### config.mk
export PLATFORM = sky130hd
export DESIGN_NAME = posit_out_encoder
export DESIGN_NICKNAME = d
export VERILOG_FILES = /design/src/rtl/posit_pkg.sv /design/src/rtl/posit_rne_round.sv /design/src/rtl/posit_out_encoder.sv
export SDC_FILE = /design/constraint.sdc
export NUM_CORES = 1
export LEC_CHECK = 0
export ABC_CLOCK_PERIOD_IN_PS = 3100
export BUFFER_PORTS_ARGS = -buffer_cell sky130_fd_sc_hd__buf_2
export CORE_MARGIN = 2
export CORE_UTILIZATION = 51
export CTS_CLUSTER_SIZE = 12
export DETAILED_ROUTE_END_ITERATION = 10
export GPL_TIMING_DRIVEN = 0
export HOLD_SLACK_MARGIN = 0.06
export PLACE_DENSITY = 0.81
export SLEW_MARGIN = 20
export SYNTH_ARGS = -nofsm -noshare
export SYNTH_HDL_FRONTEND = slang
export SYNTH_SLANG_ARGS = --single-unit
### constraint.sdc
create_clock -name clk_i -period 3.1 [get_ports clk_i]
set_input_delay 0.155 -clock clk_i [delete_from_list [all_inputs] [get_ports clk_i]]
set_output_delay 0.155 -clock clk_i [all_outputs]
set_load 0.005 [all_outputs]
### src/rtl/posit_pkg.sv
// Shared definitions for the posit output path: default geometry, fixed encodings
// and the beat classification used between the encoder stages.
package posit_pkg;

  localparam int DEF_WIDTH = 8;
  localparam int DEF_EXP   = 2;
  localparam int DEF_MTS   = DEF_WIDTH - 3 - DEF_EXP;
  localparam int DEF_REGI  = $clog2(DEF_WIDTH) + 1;
  localparam int DEF_MAXSF = (DEF_WIDTH - 2) * (2 ** DEF_EXP);

  localparam logic [DEF_WIDTH-1:0] POSIT_MAXPOS = {1'b0, {(DEF_WIDTH-1){1'b1}}};
  localparam logic [DEF_WIDTH-1:0] POSIT_MINPOS = {{(DEF_WIDTH-1){1'b0}}, 1'b1};
  localparam logic [DEF_WIDTH-1:0] POSIT_ZERO   = {DEF_WIDTH{1'b0}};

  typedef enum logic [1:0] {
    CLS_ZERO    = 2'd0,
    CLS_SAT_MAX = 2'd1,
    CLS_SAT_MIN = 2'd2,
    CLS_NORM    = 2'd3
  } posit_cls_e;

endpackage

### src/rtl/posit_rne_round.sv
// Round-to-nearest-even on an unsigned posit body, saturating to maxpos on carry-out
// and never collapsing a non-zero value to zero.
module posit_rne_round #(
  parameter int WIDTH = 8
) (
  input  logic [WIDTH-2:0] i_body,
  input  logic             i_guard,
  input  logic             i_sticky,
  output logic [WIDTH-1:0] o_mag
);

  logic             w_inc;
  logic [WIDTH-1:0] w_sum;

  // Increment on guard unless it is an exact tie with an even lsb
  always_comb begin
    w_inc = i_guard & (i_sticky | i_body[0]);
    w_sum = {1'b0, i_body} + {{(WIDTH-1){1'b0}}, w_inc};
    if (w_sum[WIDTH-1]) begin
      o_mag = {1'b0, {(WIDTH-1){1'b1}}};
    end else if (w_sum == {WIDTH{1'b0}}) begin
      o_mag = {{(WIDTH-1){1'b0}}, 1'b1};
    end else begin
      o_mag = w_sum;
    end
  end

endmodule

### src/rtl/posit_out_encoder.sv
// Two-stage posit encoder: stage 1 packs regime/exponent/fraction with guard and
// sticky, stage 2 rounds, saturates and applies the sign, behind valid/ready.
module posit_out_encoder
  import posit_pkg::*;
#(
  parameter int WIDTH = DEF_WIDTH,
  parameter int EXP   = DEF_EXP,
  parameter int MTS   = WIDTH - 3 - EXP,
  parameter int REGI  = $clog2(WIDTH) + 1
) (
  input  logic                  clk_i,
  input  logic                  rst,
  input  logic                  in_vld_i,
  output logic                  in_rdy_o,
  input  logic                  sign_i,
  input  logic                  ovf_i,
  input  logic                  udf_i,
  input  logic                  nzero_i,
  input  logic [REGI+EXP:0]     sf_i,
  input  logic [2*MTS+1:0]      mts_i,
  output logic                  out_vld_o,
  input  logic                  out_rdy_i,
  output logic [WIDTH-1:0]      posit_o
);

  localparam int SFW   = REGI + EXP + 1;
  localparam int XW    = WIDTH + EXP + 2*MTS + 1;
  localparam int PAD   = WIDTH - 2;
  localparam int SHW   = $clog2(WIDTH);
  localparam int MAXSF = (WIDTH - 2) * (2 ** EXP);

  localparam logic signed [SFW-1:0] SF_MAX  = SFW'(MAXSF);
  localparam logic signed [SFW-1:0] SF_MIN  = -SF_MAX;
  localparam logic        [SFW-1:0] RUN_MAX = SFW'(WIDTH - 2);
  localparam logic      [WIDTH-1:0] MAXPOS  = {1'b0, {(WIDTH-1){1'b1}}};
  localparam logic      [WIDTH-1:0] MINPOS  = {{(WIDTH-1){1'b0}}, 1'b1};
  localparam logic      [WIDTH-1:0] ONE     = {{(WIDTH-1){1'b0}}, 1'b1};

  logic                  w_en1;
  logic                  w_en2;
  logic signed [SFW-1:0] w_sf;
  logic signed [SFW-1:0] w_k;
  logic        [SFW-1:0] w_run;
  logic        [SHW-1:0] w_amt;
  logic signed [XW-1:0]  w_x;
  logic signed [XW-1:0]  w_sh;
  posit_cls_e            w_cls;
  logic      [WIDTH-1:0] w_round;
  logic      [WIDTH-1:0] w_mag;
  logic      [WIDTH-1:0] w_posit;
  logic                  w_unused_hidden;

  logic                  r_s1_vld;
  posit_cls_e            r_s1_cls;
  logic                  r_s1_sign;
  logic      [WIDTH-2:0] r_s1_body;
  logic                  r_s1_guard;
  logic                  r_s1_sticky;
  logic                  r_s2_vld;
  logic      [WIDTH-1:0] r_posit;

  assign w_en2           = ~r_s2_vld | out_rdy_i;
  assign w_en1           = ~r_s1_vld | w_en2;
  assign in_rdy_o        = w_en1;
  assign out_vld_o       = r_s2_vld;
  assign posit_o         = r_posit;
  assign w_unused_hidden = mts_i[2*MTS+1];

  // Stage-1 classification and field packing; the regime is produced by an
  // arithmetic shift that replicates the leading run bit.
  always_comb begin
    w_sf = $signed(sf_i);
    w_k  = w_sf >>> EXP;
    if (w_k[SFW-1]) begin
      w_x   = {2'b01, sf_i[EXP-1:0], mts_i[2*MTS:0], {PAD{1'b0}}};
      w_run = ~w_k;
    end else begin
      w_x   = {2'b10, sf_i[EXP-1:0], mts_i[2*MTS:0], {PAD{1'b0}}};
      w_run = w_k;
    end
    if (w_run > RUN_MAX) begin
      w_amt = RUN_MAX[SHW-1:0];
    end else begin
      w_amt = w_run[SHW-1:0];
    end
    w_sh = w_x >>> w_amt;
    if (!nzero_i) begin
      w_cls = CLS_ZERO;
    end else if (ovf_i || (w_sf > SF_MAX)) begin
      w_cls = CLS_SAT_MAX;
    end else if (udf_i || (w_sf < SF_MIN)) begin
      w_cls = CLS_SAT_MIN;
    end else begin
      w_cls = CLS_NORM;
    end
  end

  // Stage-1 register
  always_ff @(posedge clk_i or posedge rst) begin
    if (rst) begin
      r_s1_vld    <= 1'b0;
      r_s1_cls    <= CLS_ZERO;
      r_s1_sign   <= 1'b0;
      r_s1_body   <= {(WIDTH-1){1'b0}};
      r_s1_guard  <= 1'b0;
      r_s1_sticky <= 1'b0;
    end else if (w_en1) begin
      r_s1_vld    <= in_vld_i;
      r_s1_cls    <= w_cls;
      r_s1_sign   <= sign_i;
      r_s1_body   <= w_sh[XW-1 -: WIDTH-1];
      r_s1_guard  <= w_sh[XW-WIDTH];
      r_s1_sticky <= |w_sh[XW-WIDTH-1:0];
    end
  end

  posit_rne_round #(
    .WIDTH (WIDTH)
  ) u_round (
    .i_body   (r_s1_body),
    .i_guard  (r_s1_guard),
    .i_sticky (r_s1_sticky),
    .o_mag    (w_round)
  );

  // Stage-2 magnitude selection and sign application
  always_comb begin
    case (r_s1_cls)
      CLS_ZERO:    w_mag = {WIDTH{1'b0}};
      CLS_SAT_MAX: w_mag = MAXPOS;
      CLS_SAT_MIN: w_mag = MINPOS;
      CLS_NORM:    w_mag = w_round;
      default:     w_mag = {WIDTH{1'b0}};
    endcase
    if (r_s1_sign && (w_mag != {WIDTH{1'b0}})) begin
      w_posit = (~w_mag) + ONE;
    end else begin
      w_posit = w_mag;
    end
  end

  // Stage-2 output register
  always_ff @(posedge clk_i or posedge rst) begin
    if (rst) begin
      r_s2_vld <= 1'b0;
      r_posit  <= {WIDTH{1'b0}};
    end else if (w_en2) begin
      r_s2_vld <= r_s1_vld;
      r_posit  <= w_posit;
    end
  end

endmodule
Word level (Yosys, flattened, before mapping) --
Index checks and enable logic that the tools add are counted.
Storage, ports and cells: bits in read-only memories 0, memories kept 0, bits in registers 22, output and inout bits 10, RAM bits 0, latch bits 0, input port bits 23
Operators by class: equal/unequal tests 3, multipliers 0, add/subtract/negate cells 2, magnitude comparators 3, reductions and logical operators 7, bitwise gates (word level) 8, shift-type cells 1, multiplexer cells 10, div/mod/pow operators 0
Operators by type and width (count):
- 8-bit one-hot mux with 4 select lines | 1
- 17-bit two-way mux | 1
- 17-bit by 3-bit >>> shifter with 17-bit output | 1
- 8-bit two-way mux | 2
- 7-bit two-way mux | 2
- 9-bit OR reduction | 1
- 7-bit by 1-bit adder with 8-bit output | 1
- 8-bit by 1-bit adder with 8-bit output, second input constant | 1
- 8-bit logical NOT | 1
- 8-bit NOT | 1
- 8-bit nonzero test | 1
- 7-bit by 3-bit > comparator with 1-bit output, second input constant | 1
- 7-bit by 6-bit > comparator with 1-bit output, second input constant | 1
- 7-bit by 6-bit < comparator with 1-bit output, second input constant | 1
- 5-bit NOT with 7-bit output | 1
- 2-bit equality test, second input constant | 2
- 2-bit two-way mux | 2
- 3-bit two-way mux | 1
- 1-bit bitwise OR | 3
- 2-bit by 1-bit equality test with 1-bit output, second input constant | 1
- 2-bit logical NOT | 1
- 1-bit logical OR | 2
- 1-bit NOT | 2
- 1-bit AND | 1
- other kinds (2) | 2

Depth between registers and ports, before layout --
Gate-level depths: netlist (run 1).
depth in word-level cells 10, gate-level depth with buffers 15

By module --
From an unflattened synthesis (run 1), not the netlist that was laid out.
Second synthesis, totals: cell total of the unflattened synthesis 239, area, all modules 1918.1 um^2
By module, submodules not included:
- posit_out_encoder | times used 1, sequential area each 550.5 um^2, area an instance 1667.8 um^2, cells an instance 204
- posit_rne_round | times used 1, sequential area each 0.0 um^2, area an instance 250.2 um^2, cells an instance 35

Worst setup path after synthesis (run 1) --
No wires, ideal clock.
path type flip-flop to flip-flop, from register r_s1_body[0], to register r_posit[3] (netlist: posit_o[3]), path buffers 0, path slack -259 ps, cell stages (with the launch flop) 16, arrival time 3277 ps, data required time 3018 ps, library setup time 82 ps, cells stage by stage dfrtp_1 > o21a_1 > ha_1 > ha_1 > nor3b_1 > mux2_2 > o221ai_1 > nand2_1 > o21ai_0 > ha_1 > nor2b_1 > a31o_2 > a41oi_2 > a211oi_2 > or4_1 > a31oi_1
On the way: cells in the longest elaborated chain, start to end 10, elaborated cells on any way between the ends 12, those cells by class 2 x add/sub; 4 x mux; 3 x bitwise; 3 x reduce/logical
RTL lines:
- start, declared | RTL line posit_out_encoder.sv:56 | logic [WIDTH-2:0] r_s1_body;
- start signal, assigned | RTL line posit_out_encoder.sv:104 | r_s1_body <= {(WIDTH-1){1'b0}};
- start signal, assigned | RTL line posit_out_encoder.sv:111 | r_s1_body <= w_sh[XW-1 -: WIDTH-1];
- 1-bit bitwise OR | RTL line posit_rne_round.sv:17 | w_inc = i_guard & (i_sticky | i_body[0]);
- 1-bit AND | RTL line posit_rne_round.sv:17
- 7-bit by 1-bit adder with 8-bit output * | RTL line posit_rne_round.sv:18 | w_sum = {1'b0, i_body} + {{(WIDTH-1){1'b0}}, w_inc};
- 8-bit logical NOT | RTL line posit_rne_round.sv:21 | end else if (w_sum == {WIDTH{1'b0}}) begin
- 7-bit two-way mux | RTL line posit_rne_round.sv:21
- 8-bit two-way mux * | RTL line posit_rne_round.sv:19 | if (w_sum[WIDTH-1]) begin
- 8-bit one-hot mux with 4 select lines * | RTL line posit_out_encoder.sv:128 | case (r_s1_cls)
- 8-bit NOT or 8-bit nonzero test (tied branches) | RTL line posit_out_encoder.sv:136, posit_out_encoder.sv:135
- 8-bit by 1-bit adder with 8-bit output or 1-bit logical AND (tied branches) | RTL line posit_out_encoder.sv:136, posit_out_encoder.sv:135
- 8-bit two-way mux * | RTL line posit_out_encoder.sv:135 | if (r_s1_sign && (w_mag != {WIDTH{1'b0}})) begin
- end signal, assigned | RTL line posit_out_encoder.sv:146 | r_posit <= {WIDTH{1'b0}};
- end signal, assigned | RTL line posit_out_encoder.sv:149 | r_posit <= w_posit;
- end, declared | RTL line posit_out_encoder.sv:60 | logic [WIDTH-1:0] r_posit;
Every way passes the cells marked *; elsewhere a longest branch is shown, timed or not. A chain may end at the register's enable or synchronous reset.

Worst setup path in the final report (run 1) --
from register r_s1_sticky, to register r_posit[6] (netlist: posit_o[6])
On the way: cells in the longest elaborated chain, start to end 10, elaborated cells on any way between the ends 12, those cells by class 2 x add/sub; 4 x mux; 3 x bitwise; 3 x reduce/logical
RTL lines:
- start, declared | RTL line posit_out_encoder.sv:58 | logic r_s1_sticky;
- start signal, assigned | RTL line posit_out_encoder.sv:113 | r_s1_sticky <= |w_sh[XW-WIDTH-1:0];
- 1-bit bitwise OR * | RTL line posit_rne_round.sv:17
- 1-bit AND * | RTL line posit_rne_round.sv:17
- 7-bit by 1-bit adder with 8-bit output * | RTL line posit_rne_round.sv:18
- 8-bit logical NOT | RTL line posit_rne_round.sv:21
- 7-bit two-way mux | RTL line posit_rne_round.sv:21
- 8-bit two-way mux * | RTL line posit_rne_round.sv:19
- 8-bit one-hot mux with 4 select lines * | RTL line posit_out_encoder.sv:128
- 8-bit NOT or 8-bit nonzero test (tied branches) | RTL line posit_out_encoder.sv:136, posit_out_encoder.sv:135
- 8-bit by 1-bit adder with 8-bit output or 1-bit logical AND (tied branches) | RTL line posit_out_encoder.sv:136, posit_out_encoder.sv:135
- 8-bit two-way mux * | RTL line posit_out_encoder.sv:135
Marks and branches as above.

==> results.txt, run 1 <==
- Run status: finished with violations
- Violated checks: setup timing
* Total power divided by cell area: roughly 500 mW/mm²
- The synthesized netlist devotes between 3 and 4% of its cell area to adder and majority cells.
- Multiplexer share of the synthesized area: under 10%
- Row generation in the floorplan step produced 22 rows.
* Net switching fraction of the power: approximately 36%
* Post-synthesis simple-gate area fraction: between 20% and 30%
- Area of all placed cells without fillers: roughly 0.0024 mm²
- Relative max-transition margin: between 40% and 50%
- The worst setup path is launched from a flop.
- H-tree levels: 1
- Detailed placement finished with a half-perimeter wire length of around 3.4 mm.
- By startpoint and endpoint, the worst setup path is classified as flop to flop.
- After detailed routing, the total wire length is between 4 and 5 mm.
* Endpoint type of the worst setup path: flop
- Max-capacitance violation count: 0
- Combinational family with the most area after synthesis: compound AO/OA/AOI/OAI gates
* Cell internal power dissipation: 0.754 mW
- CP Max Fanout: 6
- Arrival @ worst endpoint: 3.50 ns
- Buffers inserted during clock tree synthesis total 3.
- Area taken by flip-flops and latches: 551 µm²
- Total placed instance area: ~0.0021 mm²
* Number of antenna violations at the first check in global routing: 0
- Number of buffer cells added on primary ports: 28
* Largest cells by area after synthesis: dfrtp_1, o21ai_0, a21oi_1
- CTS clk-pin slew, worst paths: ~0.09 ns
- Yosys mapped the design onto 51 distinct sky130hd cell types.
- The tightest min-delay check is of the primary input to asynchronous set/reset pin type.
- Number of nets produced by synthesis: between 200 and 300
- Synthesis handed over a netlist of 239 instances.
- Clk root buf: clkbuf_8
- Global routing used 23.9% of the available tracks across all layers.
* Post-route DRC violation count: 0
* Clock latency of the later-clocked register in the worst-skew pair: ~0.27 ns
- Dividing the detail-routed wire length by the instance count gives ~15 µm.
- Worst clock skew: between 0.01 and 0.015 ns
* GR Overflow Total: 0
- After synthesis, flip-flops and latches occupy around 30% of the total area.
- Clock share of power: ~23%
- Of the total synthesized cell area, the portion taken by XOR and XNOR cells is 4.65%.
- Maximum number of pins on one net before global-route repair: 23
- Summing internal, switching and leakage power gives between 1 and 1.5 mW.
- The multi-input combinational cells in the finished layout cover a total of about 0.0014 mm².
- Tracing the worst setup path back leads to its startpoint at r_s1_sticky.
* Actual transition at the worst max-transition pin: 0.831 ns
- Filler-free cell count of the finished design: approximately 330
- For the worst setup path, the data required time is roughly 3.3 ns.
- In this run the deepest clock path goes through 2 buffers.
- Cell-by-cell listing of the critical path: o21a_1 -> ha_4 -> ha_4 -> nor3b_2 -> mux2_4 -> o221ai_4 -> nand2_1 -> o21ai_2 -> ha_2 -> nor2b_4 -> a31o_4 -> a41oi_4 -> buf_6 -> buf_6 -> a21oi_1 -> or4_1 -> nand3_1
- Part of the total power dissipated in sequential elements: about 32%
- Once routing completed, OpenROAD measured the worst setup slack at -0.192 ns.
* Layout cell share with drive strength beyond 1: approximately a quarter
* Synthesized flop and latch total: 22
- In this run the critical register-to-register path is launched from r_s1_sticky.
* Number of violations reported at the end of detailed-routing iteration 0: roughly 130
- Final Max Slew Viols: 0
- In this run the biggest area consumer among cell types represents 29.3% of the synthesized area.
* Net Sw Power: approximately 0.42 mW
- A synthesized cell averages between 7 and 8 µm².
- From synthesis to final layout, the design area changed by 28.3%.
* Vias per std cell: 5.94
* Area of the mapped netlist: around 0.0019 mm²
- Slowest cell on crit path: or4_1
- The final layout contains between 300 and 400 nets.
- The synthesized netlist devotes 28.1% of its cell area to compound gates.
- Detail Route Antenna Nets: 0
* I/O Pins: 33
* Number of clock sinks: 22
- Cell type with the largest total area after synthesis: dfrtp_1
- The number of global-route vias before repair was around 1800.
- Largest stage delay on the critical path: roughly 0.4 ns
- Setup violations remaining at the end of the flow were counted as 5.
- Across all layers, the routed design uses approximately 2000 vias.
- The total area inside the core boundary comes to between 0.003 and 0.004 mm².
- Derived from the worst setup path, the maximum achievable clock frequency is just over 0.3 GHz.
* Maximum VDD drop: between 0.2 and 0.25 mV
- In this run, synthesis inferred 0 flip-flops with an integrated enable.
- Placed Cells incl. Taps: between 300 and 400
- Top_reg_cell synth: dfrtp_1
- Asr flop ratio synth: 100%
* Global-route wire length before repair: around 8 mm
- The initial utilization of the core area, before any placement, comes to between 50 and 60%.
- For the finished layout, the period the worst path requires is ~3.3 ns.
* Final worst-path cycle share: 106%
- Routability-driven placement finished with a final weighted congestion of ~0.91.
* Fillers: roughly 310
- The number of antenna diodes in the final layout is 0.
- The first detailed-routing pass ran for 4 iterations.
- For this design the static power due to leakage is just under 1 nW.
- Number of synthesis warnings: 0
* Setup repair after global routing missed its margin: true
* Share of power burned in combinational logic: between 40% and 50%
- The die covers about 0.0042 mm².
- From left edge to right edge, the die measures roughly 65 µm.
- CTS tree: built
* Fin. Hold Viols: 0
* Die height: approximately 65 µm
-- final timing paths --
check                      slack (ns)  cells after the start           end
max                             -0.19                     17    posit_o[6]
min                              0.03                      2     out_vld_o
max in group asynchronous        2.54                      2  r_s1_body[3]
min reg2reg                      0.48                      2    posit_o[7]
max reg2reg                     -0.19                     17    posit_o[6]
min in group clk_i               0.07                      2      r_s1_vld
-- repair_timing --
item                       4_1_cts  5_1_grt
resized for setup                5       17
hold buffers                     0        0
pin swaps                        7        2
setup endpoints to repair        4        5
buffers inserted                10        3
-- synthesized netlist by cell type (all sizes together), types with 2 or more instances --
library cell / n
nand3: 9
xor2: 3
o21ai: 23
xnor2: 7
o211ai: 4
inv: 11
a31oi: 4
nand2: 18
o32a: 2
or4: 3
nor4: 3
a211oi: 3
mux2i: 8
buf: 4
nor2: 23
a31o: 2
ha: 5
o22ai: 2
o21a: 3
clkbuf: 14
o31ai: 4
dfrtp: 22
nor2b: 4
nor3: 9
nand2b: 5
o221ai: 3
and3: 2
and2: 4
a21oi: 21
-- cell families after synthesis --
family | count (synthesis)
flip-flops | 22
XOR/XNOR | 10
multiplexers | 9
AO/OA/AOI/OAI | 80
adder cells (fa/ha/maj) | 5
buffers and inverters | 29
AND/OR/NAND/NOR | 84
-- routing by layer --
layer / GRT usage, % / share of wire [%] / up-vias
met3: 3.30 / 3.1 / 10
met4: 8.51 / 1.4 / 0
met1: 28.7 / 42 / 946
li1: - / - / 957
met2: 43.3 / 54 / 59
met5: 0 / 0 / -
-- power by group through the flow --
stage	sequential, mW	clock [mW]	combinational [mW]
after global routing	0.384	0.283	0.577
after detailed placement	0.380	0	0.416
after global placement	0.376	0	0.409
after floorplan	0.376	0	0.308
after CTS	0.373	0.272	0.472
final	0.377	0.273	0.528
-- registers in the layout (all words and copies together), names as in the netlist --
register and flops:
posit_o 8, out_vld_o 1, r_s1_vld 1, r_s1_cls 2, r_s1_sign 1, r_s1_sticky 1
r_s1_guard 1, r_s1_body 7
-- final cells by class --
cell class | instances | share of cell area [%]
buffer | 18 | 3.63
inverter | 11 | 1.71
clock inverter | 1 | 1.24
sequential | 22 | 22.8
timing repair buffer | 41 | 10.3
tap | 48 | 2.49
clock buffer | 3 | 1.71
multi-input combinational | 188 | 56.1
-- metrics by stage --
stage               hold slack (ns)  TNS, ns  setup slack, ns  util [%]
detailed placement            0.348   -0.869           -0.326      58.9
floorplan                     0.144  -0.0197          -0.0197         -
global placement              0.343   -0.569           -0.266      58.9
global route                 0.0708    -1.13           -0.352      66.9
finish                       0.0346   -0.503           -0.192      66.9
CTS                          0.0670   -0.212           -0.137      63.8
-- layout by cell type, fill, tap and decap left out, drive strengths merged, types with 5 or more instances in the layout --
cell    synthesis  layout
a21oi          21      21
buf             4      45
clkbuf         14      17
dfrtp          22      22
ha              5       5
inv            11      11
mux2i           8       8
nand2          18      18
nand2b          5       5
nand3           9       9
nor2           23      23
nor3            9       9
o21ai          23      23
xnor2           7       7
-- worst max-delay path: cells and delay by family, from the launching register on --
kind,cells,cell delay (ns)
DFF,1,0.39
and+or+nand+nor,5,0.86
adders and majority gates,3,0.67
buffers and inverters,2,0.24
muxes,1,0.18
AOI/OAI and AO/OA,6,0.90
Note: power is estimated with default switching activity, not from simulation.
==> run 2: changes to the inputs <==
BUFFER_PORTS_ARGS = -buffer_cell sky130_fd_sc_hd__buf_4   (was -buffer_cell sky130_fd_sc_hd__buf_2)
HOLD_SLACK_MARGIN = default   (was 0.06)
==> results.txt, run 2 (synthesis results as in run 1) <==
- The flow ran to the end, but the final reports show violations.
- The final reports fail on setup timing.
- H-tree levels: 1
- Buffers inserted to repair hold after CTS numbered 0.
- Clock buffer depth: 2
- For this configuration, the core starts out at a cell density of 52.2%.
- Placed Cells incl. Taps: around 320
* Core utilization of the finished layout: roughly 67%
- Minimum clock period after layout: approximately 3.3 ns
- Most common cell on crit path: ha_4
- At the pin with the least slew margin, the transition time is about 0.82 ns.
- In this run the remaining antenna-violating nets after routing total 0.
- Total power divided by cell area: around 480 mW/mm²
- Fin. Hold Viols: 0
* Most common cell after layout, fill and taps aside: buf_4
- Across all setup checks in the final design, the least slack found is -0.213 ns.
- Dividing the final minimum period by the clock period gives 107%.
* Number of violations reported at the end of detailed-routing iteration 0: between 150 and 200
- Number of antenna violations at the first check in global routing: 0
- DR pass1 iterations: 4
- The number of antenna diodes in the final layout is 0.
* Number of clock sinks: 22
- Entering global routing, the biggest net connects 23 pins.
* Maximum VDD drop: a little under 0.2 mV
* Vias per std cell: 5.83
- Clock latency on the worst-skew pair, taken at its later pin, is 0.26 ns.
* Setup violations, final: 4
- CP Max Fanout: 7
- Filler-free cell count of the finished design: around 330
- Setup CP Type: flop to flop
- Largest stage delay on the critical path: ~0.52 ns
- Routed WL per cell: 14.4 µm
* Relative max-transition margin: between 40% and 50%
- Worst clock skew: 0.00674 ns
- Placeable core region: roughly 0.0036 mm²
- Net Sw Power: 0.404 mW
* Cell-by-cell listing of the critical path: o21a_1 -> ha_4 -> ha_4 -> nor3b_2 -> mux2_4 -> o221ai_4 -> nand2_2 -> o21ai_2 -> ha_2 -> nor2b_1 -> a31o_2 -> a41oi_4 -> buf_6 -> a21oi_2 -> or4_1 -> nand3_1
- The final max-slew violation count is 0.
* Net switching fraction of the power: 35.1%
* Clk root buf: clkbuf_8
* Max-capacitance violation count: 0
- The count of buffers added on input and output ports is 28.
* Width of the chip: about 65 µm
* Via count of the first global-routing pass: ~1800
- Arrival @ worst endpoint: ~3.5 ns
* Post-route DRC violation count: 0
- Critical path data required time: ~3.3 ns
- Setup repair after global routing could not meet its margin everywhere.
- Part of the total power dissipated in sequential elements: between 30% and 40%
- Detailed Route WL: about 4.7 mm
* Flip-flop count of the largest register after layout: 8
* Endpoint type of the worst setup path: flop
- For this design the static power due to leakage is between 0.9 and 1 nW.
- GR Overflow Total: 0
- Compared with the post-synthesis result, the final layout area differs by 28.3%.
* Number of vias in the routed layout: roughly 1900
- STA classifies the critical path startpoint as a flop.
- Overall die area: 0.00419 mm²
* DP Wirelength: around 3.4 mm
- On the critical path, the stage with the largest delay is an instance of or4_1.
- Total CTS buffers: 3
- Of the cells placed in the final design, the portion with a size suffix greater than 1 is about a quarter.
* CTS tree: built
- Overall global routing resource usage: a little under a quarter
* Global-route wire length before repair: 7.79 mm
- Post-route total power: about 1.2 mW
- Maximum achievable frequency: about 0.30 GHz
* Die height: around 65 µm
* Clock share of power: between 20% and 30%
- Routability-driven placement finished with a final weighted congestion of 0.925.
- CTS clk-pin slew, worst paths: ~0.09 ns
- Kind of path behind the tightest hold check: primary input to asynchronous set/reset pin
* Cell internal power dissipation: 0.748 mW
* Share of power burned in combinational logic: ~44%
* Worst hold-check slack: between 0.04 and 0.05 ns
- The initialized floorplan defines 22 standard-cell rows.
- At the end of the flow, the number of nets in the layout was 309.
* I/O Pins: 33
- The top cell types in the final layout, fill and taps aside, are buf_4, nor2_1, dfrtp_1, o21ai_0, a21oi_1.
## run 2: cell type report
cell class                      instances  area (µm²)
Inverter                               11        41.3
Tap cell                               48        60.1
Fill cell                             298        1190
Multi-Input combinational cell        188        1320
Buffer                                 18        87.6
Timing Repair Buffer                   37         282
Clock inverter                          1        30.0
Clock buffer                            3        41.3
Sequential cell                        22         551
## run 2: per-layer routing
metal / track usage, % / vias up / wire length [µm]
li1: - / 954 / -
met3: 1.74 / 6 / 192
met4: 6.91 / 0 / 63
met2: 42.9 / 54 / 2520
met5: 0 / - / 0
met1: 28.2 / 897 / 1950
## run 2: critical path: cells and delay by family, from the launching register on
family / cells / cell delay (ns)
AO/OA/AOI/OAI: 6 / 0.90
adder cells (fa/ha/maj): 3 / 0.66
buffers and inverters: 1 / 0.16
flip-flops: 1 / 0.40
multiplexers: 1 / 0.17
AND/OR/NAND/NOR: 5 / 0.96
## run 2: repair_timing
action / in CTS / in global routing
hold endpoints to repair: 0 / 0
resized for setup: 5 / 11
buffers inserted: 8 / 1
setup endpoints to repair: 4 / 5
pin swaps: 7 / 6
## run 2: final timing paths
kind                                    from      endpoint  slack [ns]  depth (start not counted)
worst max-delay path            r_s1_body[0]    posit_o[6]       -0.21                         16
worst min-delay path                     rst     out_vld_o        0.05                          2
worst max register to register  r_s1_body[0]    posit_o[6]       -0.21                         16
worst min register to register    posit_o[7]    posit_o[7]        0.49                          2
max in group asynchronous                rst  r_s1_body[3]        2.54                          2
min in group clk_i                  in_vld_i      r_s1_vld        0.07                          2
## run 2: per-stage QoR
step | instance area, µm² | setup slack, ns | TNS [ns]
after floorplan | 1920 | -0.0197 | -0.0197
after global placement | 2190 | -0.304 | -0.708
after detailed placement | 2190 | -0.334 | -0.861
after CTS | 2360 | -0.151 | -0.249
after global routing | 2410 | -0.364 | -1.25
final | 2410 | -0.213 | -0.617
## run 2: power groups by stage
| stage | logic [mW] | registers (mW) | clock network (mW) |
|---|---|---|---|
| 4_1_cts | 0.478 | 0.374 | 0.276 |
| 6_report | 0.506 | 0.376 | 0.271 |
| 5_1_grt | 0.555 | 0.383 | 0.286 |
| 3_5_place_dp | 0.436 | 0.382 | 0 |
| 3_3_place_gp | 0.433 | 0.379 | 0 |
| 2_1_floorplan | 0.308 | 0.376 | 0 |
